--- config.mk ---
export PLATFORM = sky130hd
export DESIGN_NAME = fetch_unit
export DESIGN_NICKNAME = d
export VERILOG_FILES = /design/src/rtl/fetch_unit.sv
export SDC_FILE = /design/constraint.sdc
export NUM_CORES = 1
export LEC_CHECK = 0
export CAP_MARGIN = 20
export CORE_MARGIN = 5
export CORE_UTILIZATION = 48
export CTS_BUF_LIST = sky130_fd_sc_hd__clkbuf_2 sky130_fd_sc_hd__clkbuf_4 sky130_fd_sc_hd__clkbuf_8
export CTS_CLUSTER_DIAMETER = 100
export DETAILED_ROUTE_END_ITERATION = 12
export PLACE_DENSITY = 0.86
export SETUP_SLACK_MARGIN = 0.3
export SYNTH_ARGS = -nofsm -noshare
export SYNTH_HDL_FRONTEND = slang
export SYNTH_SLANG_ARGS = --single-unit
--- constraint.sdc ---
create_clock -name clk -period 5.2 [get_ports clk]
set_input_delay 1.3 -clock clk [delete_from_list [all_inputs] [get_ports clk]]
set_output_delay 1.3 -clock clk [all_outputs]
set_load 0.1 [all_outputs]
--- src/rtl/fetch_unit.sv ---
// Instruction fetch stage: owns the PC, issues single-cycle imem requests and
// fills the IF/ID register, redirecting on taken branches and halting on misaligned targets.
module fetch_unit #(
    parameter logic [31:0] RESET_PC  = 32'h0000_0000,
    parameter logic [31:0] NOP_INSTR = 32'h0000_0013
) (
    input  logic        clk,
    input  logic        rst_n,
    input  logic        stall,
    input  logic        branch_taken,
    input  logic [11:0] branch_offset,
    input  logic [31:0] branch_pc,
    output logic        imem_req,
    output logic [31:0] imem_addr,
    input  logic        imem_ready,
    input  logic [31:0] imem_rdata,
    output logic        ifid_valid,
    output logic [31:0] ifid_pc,
    output logic [31:0] ifid_instr,
    output logic        flush,
    output logic        misalign_err
);

    typedef enum logic [1:0] {IDLE, FETCH, HALT} state_t;

    state_t      state_q, state_d;
    logic [31:0] pc_q, pc_d;
    logic        valid_q, valid_d;
    logic [31:0] ipc_q, ipc_d;
    logic [31:0] instr_q, instr_d;
    logic        err_q, err_d;

    logic [31:0] target;
    logic        br_fetch;
    logic        transfer;

    assign target   = branch_pc + {{19{branch_offset[11]}}, branch_offset, 1'b0};
    assign br_fetch = (state_q == FETCH) && branch_taken;

    // Gated by rst_n so nothing escapes while reset is being sampled.
    assign imem_req  = rst_n && (state_q == FETCH) && !stall && !branch_taken;
    assign flush     = rst_n && br_fetch;
    assign transfer  = imem_req && imem_ready;
    assign imem_addr = pc_q;

    assign ifid_valid   = valid_q;
    assign ifid_pc      = ipc_q;
    assign ifid_instr   = instr_q;
    assign misalign_err = err_q;

    always_ff @(posedge clk) begin
        if (!rst_n) begin
            state_q <= IDLE;
            pc_q    <= RESET_PC;
            valid_q <= 1'b0;
            ipc_q   <= '0;
            instr_q <= NOP_INSTR;
            err_q   <= 1'b0;
        end else begin
            state_q <= state_d;
            pc_q    <= pc_d;
            valid_q <= valid_d;
            ipc_q   <= ipc_d;
            instr_q <= instr_d;
            err_q   <= err_d;
        end
    end

    always_comb begin
        state_d = state_q;
        pc_d    = pc_q;
        valid_d = valid_q;
        ipc_d   = ipc_q;
        instr_d = instr_q;
        err_d   = err_q;
        case (state_q)
            IDLE: state_d = FETCH;
            FETCH: begin
                // Branch handling outranks stall and memory handshake.
                if (br_fetch && (target[1:0] == 2'b00)) begin
                    pc_d    = target;
                    valid_d = 1'b0;
                    instr_d = NOP_INSTR;
                end else if (br_fetch) begin
                    state_d = HALT;
                    err_d   = 1'b1;
                    valid_d = 1'b0;
                end else if (stall) begin
                    pc_d = pc_q;
                end else if (transfer) begin
                    valid_d = 1'b1;
                    ipc_d   = pc_q;
                    instr_d = imem_rdata;
                    pc_d    = pc_q + 32'd4;
                end else begin
                    valid_d = 1'b0;
                    instr_d = NOP_INSTR;
                end
            end
            HALT:    valid_d = 1'b0;
            default: state_d = IDLE;
        endcase
    end

endmodule

## Word-level counts from Yosys, hierarchy flattened

Cells that the tools add are included.
W data, S select, Z words.

- Bits in registers: 100
- Bits in latches: 0
- Memory bits (writable): 0
- ROM bits: 0
- Input port bits: 81
- Output and inout bits: 100
- Logic and storage cells: 54
- Memories kept: 0

- Add/sub/neg operators: 2
- $mul: 0
- Div/mod/pow operators: 0
- Magnitude comparators: 0
- Equality and inequality tests: 7
- Shift-type cells: 0
- Mux-type cells: 16
- Bitwise logic cells: 4
- Reductions and logical operators: 19

Operators with widths:

| cell | number |
|---|---|
| $mux W32 | 8 |
| $add A32 B3 Y32 const B | 1 |
| $add A32 B32 Y32 | 1 |
| $reduce_and A3 Y1 | 3 |
| $logic_and A1 B1 Y1 | 7 |
| $pmux W2 S3 | 1 |
| $reduce_and A5 Y1 | 1 |
| $logic_not A2 Y1 | 2 |
| $mux W1 | 4 |
| $mux W2 | 2 |
| $ne A2 B1 Y1 const B | 2 |
| $ne A2 B2 Y1 const B | 2 |
| $ne A4 B3 Y1 const B | 1 |
| $not A1 Y1 | 4 |
| $reduce_and A4 Y1 | 1 |
| $reduce_bool A2 Y1 | 2 |
| $eq A2 B1 Y1 const B | 1 |
| $eq A2 B2 Y1 const B | 1 |
| $logic_not A1 Y1 | 2 |
| $pmux W1 S2 | 1 |
| $reduce_and A2 Y1 | 1 |

## Logic depth before layout (Yosys ltp)

- Depth in word-level cells: 10
- Mapped depth: 10

## Worst setup path after synthesis

OpenSTA, ideal clock, no wires.

- Kind: input to register
- Start: input port stall
- End: register pc_q[31] (netlist: imem_addr[31])
- Setup time: 0.141 ns
- Data arrival time: 3.503 ns
- Setup slack: 1.556 ns
- Stages: 8
- Buffers on the path: 1
- Cell sequence: and4bb_1 -> and4_1 -> buf_4 -> and4_4 -> nand4_1 -> and3_1 -> o31ai_1 -> a311oi_1

- Cells in the longest elaborated chain, start to end: 6
- Elaborated cells on any way between the ends: 7

Ends and longest elaborated chain:

| element | RTL line | RTL |
|---|---|---|
| start, declared | 9 | `input logic stall,` |
| $logic_not A1 Y1 | 41 | `assign imem_req = rst_n && (state_q == FETCH) && !stall && !branch_taken;` |
| $logic_and A1 B1 Y1 (2 in series) | 41 |  |
| $logic_and A1 B1 Y1 | 43 | `assign transfer = imem_req && imem_ready;` |
| $reduce_bool A2 Y1 (no line) | - |  |
| $reduce_and A4 Y1 (no line) (*) | - |  |
| end signal, assigned | 61 | `pc_q <= pc_d;` |
| end, declared | 27 | `logic [31:0] pc_q, pc_d;` |

Mark *: on every way between the ends. The rest lies on a longest branch, timed or not.
A chain may end at the register's enable or synchronous reset.

## Worst setup path after layout

- Start: input port branch_taken
- End: output port imem_req

- Cells in the longest elaborated chain, start to end: 2

Ends and longest elaborated chain:

| element | RTL line | RTL |
|---|---|---|
| start, declared | 10 | `input logic branch_taken,` |
| $logic_not A1 Y1 | 41 |  |
| $logic_and A1 B1 Y1 | 41 |  |
| end, declared | 13 | `output logic imem_req,` |

No other way between the ends.

==> results.md <==
* Status: finished, final reports clean
* Hold_buf cts at 0
* RSZ-0062 raised after global routing: no
* Placed Cells incl. Taps at between 1,000 and 1,500
* LEAKAGE at roughly 0.0030 uW
* Pins Over Slew Limit at 0
* Largest net degree at the start of global routing at 64
* Share of the synthesized area in the top cell type at approximately 33%
* Multiplexer area fraction after synthesis at less than 1%
* EDFF count, synth at 0
* Mapped Nets at roughly 870
* Die height at around 120 um
* Vias at ~6,000
* Fraction of the yosys area taken by sequential cells at 32.9%
* CP Data Required Time at 3900 ps
* Area fraction in compound gates after synthesis at about a quarter
* Post-DP HPWL at between 10,000 and 15,000 um
* Worst R2R End: imem_addr[12]$_SDFFE_PN0P_
* FP Rows at around 40
* Final core occ at around two thirds
* First drt pass iteration count at 8
* Post-layout min period at about 3800 ps
* Max_cap viols at 0
* Root Buffer: clkbuf_8
* Initial DRC Count at roughly 510
* Fin Clk Skew at roughly 17 ps
* Antenna Diode Count at 0
* Crit-path max FO at 6
* Crit path kind: primary input to output port
* WHS Endpoint: ifid_pc[29]$_SDFFE_PN0P_
* Syn Area/Cell at between 8 and 9 um2
* # setup viols final at 0
* Initial antenna violation count at 0
* Total power at between 2000 and 2500 uW
* Drt total wl at approximately 18,000 um
* Clk buf depth at 2
* Top_reg_cell synth: dfxtp_1
* Initial cell density of the core at 48.6%
* First-pass GRT wire length at 27,500 um
* Library cells used by synthesis at 68
* Layout area overhead at 34.9%
* Mapped Cells at between 700 and 800
* GRT overflow at 0
* Post-CTS Setup Repair Bufs at 0
* Adder-Cell Fraction of Synth Area at roughly 7.5%
* Hold Path Cell Cnt at 2
* NumNets Final at a little over 1,000
* Nature of the critical path endpoint: output port
* CTS tree: yes
* Core area at between 10,000 and 15,000 um2
* Worst rel slew slack at between 20% and 30%
* Number of global-route vias before repair at roughly 5,500
* Xor/xnor share of the synthesized area at 3.74%
* Max Clock Freq at around 0.26 GHz
* IO Port Bufs at 180
* Synth top cells by count: 121 x nand2_1, 100 x dfxtp_1, 54 x a21oi_1, 41 x nor2b_1, 36 x nor2_1
* Synthesized flop and latch total at 100
* CTS sink cnt at 100
* Non-Filler Instances at 1,086
* Wire per inst at about 16 um
* Register-to-Register Setup Slack at between 2000 and 3000 ps
* Final GP Congestion at ~0.9
* Critical path arrival at 2490 ps
* Count leader, synth: nand2_1
* Peak VDD IR at 119 uV
* Number of synthesis warnings at 0
* Io pins at 181
* Fillers at 1,094
* Vias per cell at between 5 and 6
* ANT nets after route at 0
* Top cells by area, synth: dfxtp_1 33%, nand2_1 7.5%, ha_1 7.2%
* Setup TNS at 0 ps
* Horiz. Die Dim at 123 um
* H-tree Lvls at 3
* Clock transition at path regs at about 90 ps
* Post-route clock period utilization at about 73%
* Post-Syn Area at slightly above 6000 um2
* Slew @ Worst Pin at 1050 ps
* CTS Buf Count at 9
* P per Cell Area at about 270 nW/um2
* Total track usage at 22.4%
* Post-CTS Resized at 0
* Reg2reg path depth at 8
* Simple logic cell fraction of the synthesized area at about a quarter
* Final Hold Violating Endpoints at 0
* Layout cells sized above 1 at 5.03%
* Hold path start: ifid_pc[29]$_SDFFE_PN0P_
* Die Area at about 15,000 um2
* Async SR Flop Fraction at 0%
* Crit path launch type: primary input
* Min-Delay Path Class: flop to flop
* Largest family of logic cells by synthesized area: compound AO/OA/AOI/OAI gates
* Dominant cell type by area after synthesis: dfxtp_1
* Startpoint of the worst register-to-register path: state_q[1]$_SDFFE_PN0P_
* Worst-Skew Late Latency at roughly 380 ps
* DRC Markers at 0
## registers in the layout, summed over array words and instances, names as in the netlist
register and cells:
state_q 2, ifid_valid 1, ifid_instr 32, ifid_pc 32, misalign_err 1, imem_addr 32
## metal layers
layer | wire length [um] | GRT usage (%) | share of wire (%) | vias to the layer above
met2 | 8320 | 36.8 | 47 | 251
met3 | 1270 | 3.92 | 7.2 | 13
met1 | 7820 | 30.5 | 44 | 2810
met5 | 0 | 0 | 0 | -
li1 | - | - | - | 3039
met4 | 224 | 6.16 | 1.3 | 0
## critical path, cell delays in order
cell and delay (ps):
clkdlybuf4s50_1 500, and4bb_1 360, buf_4 320
## how the worst max path moves through the flow
stage | start | cells after the start | slack [ps] | to
after global placement | branch_offset[0] | 11 | 1160 | imem_addr[31]$_SDFFE_PN0P_
after CTS | branch_taken | 3 | 1420 | imem_req
after global routing | branch_pc[1] | 11 | 1320 | imem_addr[31]$_SDFFE_PN0P_
final | branch_taken | 3 | 1410 | imem_req
after detailed placement | branch_offset[11] | 9 | 1130 | imem_addr[25]$_SDFFE_PN0P_
after floorplan | stall | 8 | 1560 | imem_addr[31]$_SDFFE_PN0P_
## logic make-up after synthesis
logic type               after synthesis
multiplexers                           3
AND/OR/NAND/NOR                      299
flip-flops                           100
adder cells (fa/ha/maj)               36
AO/OA/AOI/OAI                        230
buffers and inverters                 62
XOR/XNOR                              26
## power breakdown
part / internal [uW] / total [uW] / switching [uW]
clock network: 289 / 572 / 283
logic: 261 / 766 / 504
registers: 802 / 851 / 48.9
## placed cells by master (no fill, tap or decap), types with 6 or more instances in the layout
cell type,synthesis,layout
a21o_1,18,18
a21oi_1,54,54
a31oi_1,10,10
xor2_1,12,12
and3_1,13,13
nand3_1,24,24
ha_1,35,35
a21boi_0,34,34
o221ai_1,6,6
a211oi_1,10,10
a22oi_1,29,29
o211ai_1,8,8
nor3_1,13,12
clkbuf_8,0,10
inv_1,15,15
nand4_1,10,10
nand2_1,121,121
and2_1,10,9
xnor2_1,14,14
nor2_1,36,35
nor2b_1,41,41
o21ai_0,21,21
clkdlybuf4s50_1,0,177
buf_4,1,10
dfxtp_1,100,100
## area by class of cell
type	instances	area (um2)	share of cell area, %
clock inverter	6	93.8	1.14
clock buffer	10	138	1.68
tap	172	215	2.62
sequential	100	2000	24.4
inverter	15	56.3	0.686
multi-input combinational	594	3830	46.7
timing repair buffer	189	1870	22.8
## per-stage QoR
step / area [um2] / worst slack, ps / hold slack, ps
after floorplan: 6080 / 1560 / 509
after detailed placement: 7960 / 1130 / 456
after global routing: 8210 / 1320 / 485
after global placement: 7960 / 1160 / 450
after CTS: 8190 / 1420 / 470
final: 8210 / 1410 / 465
Note: power is estimated with default switching activity, not from simulation.
